## src/rtl/imm_pack.sv

```systemverilog
// rtl/imm_pack.sv - packs a signed immediate into I/S/B/J instruction fields
// Two-stage valid/ready pipeline with a saturating count of unrepresentable immediates.
module imm_pack #(
  parameter int CNT_W = 16
) (
  input  logic             clk,
  input  logic             reset_n,
  input  logic             in_valid,
  output logic             in_ready,
  input  logic [31:0]      base_instr,
  input  logic [31:0]      imm,
  input  logic [1:0]       immsrc,
  output logic             out_valid,
  input  logic             out_ready,
  output logic [31:0]      out_instr,
  output logic             out_err,
  input  logic             err_clr,
  output logic [CNT_W-1:0] err_count
);

  logic        s1_valid;
  logic [31:0] s1_instr;
  logic        s1_err;
  logic        s1_adv;
  logic        s2_adv;
  logic [31:0] packed_instr;
  logic        pack_err;
  logic        err_xfer;

  assign s2_adv   = !out_valid || out_ready;
  assign s1_adv   = !s1_valid || s2_adv;
  assign in_ready = s1_adv;
  assign err_xfer = out_valid && out_ready && out_err;

  // The sign-extension span must be uniform; B/J also need an even offset.
  always_comb begin
    packed_instr = base_instr;
    pack_err     = 1'b0;
    case (immsrc)
      2'b00: begin
        packed_instr[31:20] = imm[11:0];
        pack_err = !((&imm[31:11]) || !(|imm[31:11]));
      end
      2'b01: begin
        packed_instr[31:25] = imm[11:5];
        packed_instr[11:7]  = imm[4:0];
        pack_err = !((&imm[31:11]) || !(|imm[31:11]));
      end
      2'b10: begin
        packed_instr[31]    = imm[12];
        packed_instr[30:25] = imm[10:5];
        packed_instr[11:8]  = imm[4:1];
        packed_instr[7]     = imm[11];
        pack_err = !((&imm[31:12]) || !(|imm[31:12])) || imm[0];
      end
      default: begin
        packed_instr[31]    = imm[20];
        packed_instr[30:21] = imm[10:1];
        packed_instr[20]    = imm[11];
        packed_instr[19:12] = imm[19:12];
        pack_err = !((&imm[31:20]) || !(|imm[31:20])) || imm[0];
      end
    endcase
  end

  always_ff @(posedge clk or negedge reset_n) begin
    if (!reset_n) begin
      s1_valid <= 1'b0;
      s1_instr <= 32'd0;
      s1_err   <= 1'b0;
    end else if (s1_adv) begin
      s1_valid <= in_valid;
      if (in_valid) begin
        s1_instr <= packed_instr;
        s1_err   <= pack_err;
      end
    end
  end

  always_ff @(posedge clk or negedge reset_n) begin
    if (!reset_n) begin
      out_valid <= 1'b0;
      out_instr <= 32'd0;
      out_err   <= 1'b0;
    end else if (s2_adv) begin
      out_valid <= s1_valid;
      if (s1_valid) begin
        out_instr <= s1_instr;
        out_err   <= s1_err;
      end
    end
  end

  // A clear coinciding with a counted transfer keeps that transfer.
  always_ff @(posedge clk or negedge reset_n) begin
    if (!reset_n) begin
      err_count <= '0;
    end else if (err_clr) begin
      err_count <= err_xfer ? CNT_W'(1) : '0;
    end else if (err_xfer && (err_count != {CNT_W{1'b1}})) begin
      err_count <= err_count + CNT_W'(1);
    end
  end

endmodule

```

## config.mk

```make
export PLATFORM = sky130hd
export DESIGN_NAME = imm_pack
export DESIGN_NICKNAME = d
export VERILOG_FILES = /design/src/rtl/imm_pack.sv
export SDC_FILE = /design/constraint.sdc
export NUM_CORES = 1
export LEC_CHECK = 0
export BUFFER_PORTS_ARGS = -buffer_cell sky130_fd_sc_hd__buf_2
export CAP_MARGIN = 20
export CORE_MARGIN = 1
export CORE_UTILIZATION = 36
export CTS_CLUSTER_DIAMETER = 40
export DETAILED_ROUTE_END_ITERATION = 12
export GPL_ROUTABILITY_DRIVEN = 0
export PLACE_DENSITY = 0.7
export SLEW_MARGIN = 20
export SYNTH_ARGS = -nofsm -noshare
export SYNTH_HDL_FRONTEND = slang
export SYNTH_SLANG_ARGS = --single-unit
export TNS_END_PERCENT = 10
```

## constraint.sdc

```tcl
create_clock -name clk -period 1.9 [get_ports clk]
set_input_delay 0.38 -clock clk [delete_from_list [all_inputs] [get_ports clk]]
set_output_delay 0.38 -clock clk [all_outputs]
set_load 0.01 [all_outputs]
```

==> flow_summary.toml, run 1 <==
[clock_tree]
clock_latency_ps = 360
cts_tree = "done"
root_buffer = "clkbuf_8"
cts_buffers = 9
cts_max_level = 3
cts_setup_buffers = 0
cts_sinks = 84
clockBufferDepth = 2
cts.clk_slew.worst_paths_ps = 90

[grt]
grt_max_degree = 40
grt_overflow_total = 0
grt_pass1_vias = 2952
grt.total_usage = 0.1650
antenna_found_initial = 0
grt_pass1_wl_mm = 14.15

[power]
ir_drop_mv = 0.4383
total_power_w = 0.004461
powerDensity_nw_per_um2 = 908.6
leakage_nw = 2.278

[drt]
ant_nets = 0
wl_per_cell_um = 14.27
dr.pass1.iters = 4
drc = 0
initialDrtViolationCount = 85
via_count = 3004
wl_mm = 8.589
viasPerCell = 4.990

[placed_design]
hpwl_mm = 6.494
placedCellCount = 585
port_buffers = 114

[layout]
multi_input_area_um2 = 1642
regArea_um2 = 2102
nFillCells = 976
stdcell_count = 602
nets = 537
antenna_cells = 0
area_growth_pct = 30.15
drive_gt1_frac = 0.4571

[floorplanning]
std_cell_rows = 37
core_area_um2 = 10230
die_width_um = 104.4
die_h_um = 104.4
pin_count = 122
initial_core_util = 0.3687
die_area_um2 = 10890

[setup_path]
worstPathRequired_ps = 2150
critPathMaxFanout = 2
critPathCaptureType = "register"
cp_cell_sequence = "ha_2 -> inv_1 -> or3_2 -> or4_4 -> xor2_1 -> nor2_1"
cp_slowest_cell = "or3_2"
start_kind = "register"
critPathMaxStageDelay_ps = 480
arrival_ps = 2070
rr_worst_depth = 6
reg2reg_slack_ps = 70
path_class = "register to register"

[synthesis]
ys_types = 37
synthArstFlopShare = 1.000
syn_inst = 325
synth_common_cells = "84 x dfrtp_1, 46 x mux2_2, 30 x nand2_1"
synthesis.nets = 401
ys_dominant_reg_cell = "dfrtp_1"
yosys.area.top_type_share = 0.5572
synth_seq_area_share = 0.5572
syn_area_um2 = 3772
yosysTopAreaCell = "dfrtp_1"
synth_area_leaders = "dfrtp_1 56%, mux2_2 14%, nand2_1 3.0%"
synth.most_common_cell = "dfrtp_1"
yosysWarnings = 0
synth.avg_cell_area_um2 = 11.61
synth-seq-cells = 84
synth-edff-count = 0

[timing]
finalSetupViolCount = 0
worstMarginPinSlew_ps = 553.7
relSlewSlack = 0.6213
fin_crit_sh = 0.9624
hold_viol_final = 0
fmax_mhz = 546.9
period_needed_ps = 1829
finalClockSkew_ps = 8.075
finalMaxSlewViolations = 0
rsz0062_at_grt = "yes"

[run]
maxCapViolCount = 0

[worst_hold_path]
holdPathStages = 2
min_path_type = "primary input to register"

[outcome]
outcome = "complete, no violations"
-- cells by family after synthesis --
| group | after synthesis | synth area share |
|---|---|---|
| and+or+nand+nor | 97 | 0.1294 |
| DFF | 84 | 0.5572 |
| buffers and inverters | 19 | 0.01891 |
| adders and majority gates | 5 | 0.01658 |
| xor gates and xnor gates | 13 | 0.03018 |
| AOI/OAI and AO/OA | 52 | 0.08657 |
| muxes | 55 | 0.1612 |
-- power by group --
group	leakage (nW)	internal (W)	total, W	switching [W]
sequential	1.04	0.00208	0.00222	0.000142
combinational	1.13	0.000461	0.000918	0.000457
clock	0.107	0.000630	0.00132	0.000694
total	2.28	0.00317	0.00446	0.00129
-- sequential cells by signal (all words and copies together), names as in the netlist --
register / cells
s1_err: 1
out_valid: 1
s1_valid: 1
out_err: 1
out_instr: 32
s1_instr: 32
err_count: 16
-- final cells by class --
cell class | count | share of cell area
Multi-Input combinational cell | 222 | 0.3344
Inverter | 6 | 0.004587
Tap cell | 136 | 0.03466
Clock buffer | 9 | 0.02523
Timing Repair Buffer | 138 | 0.1565
Sequential cell | 84 | 0.4281
Clock inverter | 7 | 0.01656
-- repair_timing --
action,in CTS,in global routing
hold buffers,1,0
resized for setup,0,7
hold endpoints to repair,27,0
endpoints found under the setup margin,0,6
-- cell usage in the layout, fill, tap and decap left out, types with 7 or more instances in the layout --
master | synthesis | routed
mux2i_1 | 9 | 9
buf_2 | 0 | 113
xnor2_1 | 12 | 12
a211oi_1 | 7 | 7
dfrtp_1 | 84 | 84
nand2_1 | 30 | 29
a21oi_1 | 9 | 9
nor2_1 | 19 | 18
buf_4 | 0 | 23
mux2_2 | 46 | 46
clkbuf_8 | 0 | 9
nand3_1 | 10 | 10
o21ai_0 | 21 | 21
-- metal layers --
layer	vias up	global-route usage	share of wire
li1	1447	-	-
met1	1448	0.2214	0.47
met2	97	0.2606	0.47
met3	12	0.02757	0.042
met4	0	0.07551	0.018
met5	-	0	0
-- path summary, 6_finish.rpt --
| kind | endpoint | startpoint |
|---|---|---|
| max in group asynchronous | s1_instr[0] | reset_n |
| worst max register to register | err_count[12] | err_count[0] |
| min in group asynchronous | err_count[9] | reset_n |
| worst min register to register | s1_instr[8] | s1_instr[8] |
| worst min-delay path | s1_instr[4] | base_instr[4] |
| worst max-delay path | err_count[12] | err_count[0] |
-- metrics by stage --
step	hold slack, ps	worst slack [ps]	setup TNS, ps	cell area, um^2	utilization
after floorplan	84.41	-18.06	-18.06	3777	-
after global placement	334.9	23.47	0	4659	0.4554
after detailed placement	344.8	-7.450	-7.450	4659	0.4554
after CTS	228.6	54.05	0	4875	0.4765
after global routing	225.3	-38.57	-38.57	4910	0.4799
final	246.8	71.37	0	4910	0.4799
-- critical path, delay by kind of cell, from the launching register on --
kind	cells	cell delay, ps
buffers and inverters	1	60
flip-flops	1	360
AND/OR/NAND/NOR	3	970
XOR/XNOR	1	150
adder cells (fa/ha/maj)	1	190
(Power assumes the default switching activity.)
==> run 2: changes to the inputs <==
--- a/config.mk
+++ b/config.mk
@@ -5,6 +5,7 @@
 export SDC_FILE = /design/constraint.sdc
 export NUM_CORES = 1
 export LEC_CHECK = 0
+export ABC_AREA = 1
 export BUFFER_PORTS_ARGS = -buffer_cell sky130_fd_sc_hd__buf_2
 export CAP_MARGIN = 20
 export CORE_MARGIN = 1
==> flow_summary.toml, run 2 <==
[drt]
ant_nets = 0
wl_per_cell_um = 12.71
dr.pass1.iters = 4
viasPerCell = 4.770
initialDrtViolationCount = 192
via_count = 3530
wl_mm = 9.403
drc = 0

[placed_design]
port_buffers = 114
preCtsSetupSlack_ps = 226.7
hpwl_mm = 7.056

[clock_tree]
clockBufferDepth = 2
cts_buffers = 9
cts.clk_slew.worst_paths_ps = 90
cts_tree = "done"
cts_max_level = 3
root_buffer = "clkbuf_8"
cts.repair.resized = 0
cts_sinks = 84
clock_latency_ps = 350

[run]
maxCapViolCount = 0

[floorplanning]
initial_core_util = 0.3687
die_h_um = 107.4
die_area_um2 = 11530
std_cell_rows = 38
core_area_um2 = 10840
die_width_um = 107.4
pin_count = 122

[synthesis]
synth_common_cells = "145 x nand2_1, 84 x dfrtp_1, 46 x nor2_1"
synthArstFlopShare = 1.000
synth_area_leaders = "dfrtp_1 53%, nand2_1 14%, o21ai_0 5.5%"
yosysWarnings = 0
synth-seq-cells = 84
ys_dominant_reg_cell = "dfrtp_1"
synth_seq_area_share = 0.5260
yosys.area.top_type_share = 0.5260
synth.most_common_cell = "nand2_1"
synth-edff-count = 0
syn_area_um2 = 3996
yosysTopAreaCell = "dfrtp_1"
synth.avg_cell_area_um2 = 8.413
syn_inst = 475
ys_types = 29
synthesis.nets = 551

[power]
powerDensity_nw_per_um2 = 1002
leakage_nw = 2.560
ir_drop_mv = 0.4544

[timing]
fin_ws_ps = 214.0
fin_crit_sh = 0.8874
finalClockSkew_ps = 9.533
relSlewSlack = 0.6789
finalMaxSlewViolations = 0
worstMarginPinSlew_ps = 479.9
tns_ps = 0
rsz0062_at_grt = "no"
period_needed_ps = 1686
hold_viol_final = 0
worst_hold_slack_ps = 219.2
finalSetupViolCount = 0
fmax_mhz = 593.1

[grt]
grt_pass1_wl_mm = 15.90
antenna_found_initial = 0
grt.total_usage = 0.1762
grt_overflow_total = 0
grt_max_degree = 36
grt_pass1_vias = 3451

[layout]
multi_input_area_um2 = 1627
fin_util = 0.4631
layout_common_cells = "144 x nand2_1, 113 x buf_2, 84 x dfrtp_1"
nFillCells = 1088
regArea_um2 = 2102
area_growth_pct = 25.61
nets = 671
reg_top3 = "out_instr x32, s1_instr x32, err_count x16"
antenna_cells = 0
final_common_cell = "nand2_1"
drive_gt1_frac = 0.2733

[setup_path]
arrival_ps = 1920
timing.rr.start = "err_count[0]"
worstPathRequired_ps = 2130
path_class = "register to register"
critPathMaxFanout = 18
crit_start = "err_count[0]"
start_kind = "register"
critPathCaptureType = "register"

[worst_hold_path]
min_path_type = "primary input to register"
hold_path.startpoint = "base_instr[1]"

[outcome]
outcome = "complete, no violations"
## run 2: changes by cell type in the layout (fill, tap and decap cells not counted), moves of 7 or more
cell	before	now
a211oi_1	7	0
a31oi_1	0	8
buf_4	23	11
inv_1	6	45
mux2_2	46	16
mux2i_1	9	0
nand2_1	29	144
nand3_1	10	21
nor2_1	18	46
o211ai_1	0	8
o21ai_0	21	44
xnor2_1	12	0
## run 2: report_power, final
group	internal [W]	total, W	switching, W
combinational	0.000496	0.00115	0.000651
sequential	0.00215	0.00232	0.000176
clock	0.000909	0.00156	0.000651
## run 2: repair_timing
| action | 4_1_cts | 5_1_grt |
|---|---|---|
| endpoints found under the setup margin | 0 | 0 |
| hold endpoints to repair | 32 | 0 |
| setup buffers | 0 | 0 |
| hold buffers | 1 | 0 |
## run 2: worst paths after layout
check,to,slack (ps),cells past startpoint
min in group asynchronous,out_instr[18],520,2
hold / removal,s1_instr[1],220,3
setup / recovery,err_count[14],210,8
hold reg to reg,s1_instr[3],480,2
setup reg to reg,err_count[14],210,8
max in group asynchronous,err_count[12],780,3
## run 2: final cells by class
class | instances | share of cell area
clock inverter | 6 | 0.02218
clock buffer | 10 | 0.02742
inverter | 49 | 0.03764
multi-input combinational | 325 | 0.3240
sequential | 84 | 0.4187
timing repair buffer | 126 | 0.1351
tap | 140 | 0.03490
## run 2: metrics by stage
step | instances | cell area [um^2] | power [W]
final | 740 | 5020 | 0.005030
after global routing | 740 | 5020 | 0.005356
after CTS | 740 | 5020 | 0.005117
after detailed placement | 723 | 4761 | 0.003529
after global placement | 723 | 4761 | 0.003491
after floorplan | 475 | 3996 | 0.002972
## run 2: worst max-delay path: stages (launching register included)
cell and delay [ps]:
dfrtp_1 430, ha_1 270, nand3_1 150, inv_2 80
nand2_1 80, o21ai_4 210, nand2_4 110, clkinv_4 140
o21ai_0 110
## run 2: per-layer routing
| layer | up-vias | GRT usage | part of all wire |
|---|---|---|---|
| li1 | 1768 | - | - |
| met1 | 1671 | 0.2254 | 0.47 |
| met2 | 83 | 0.2949 | 0.48 |
| met3 | 8 | 0.03511 | 0.045 |
| met4 | 0 | 0.06458 | 0.012 |
| met5 | - | 0 | 0 |
## run 2: kinds of logic after synthesis
logic type / after synthesis / share of synthesized area
AOI/OAI and AO/OA: 76 / 0.1102
xor gates and xnor gates: 6 / 0.01315
adders and majority gates: 5 / 0.01565
buffers and inverters: 66 / 0.06763
DFF: 84 / 0.5260
muxes: 16 / 0.04508
and+or+nand+nor: 222 / 0.2223
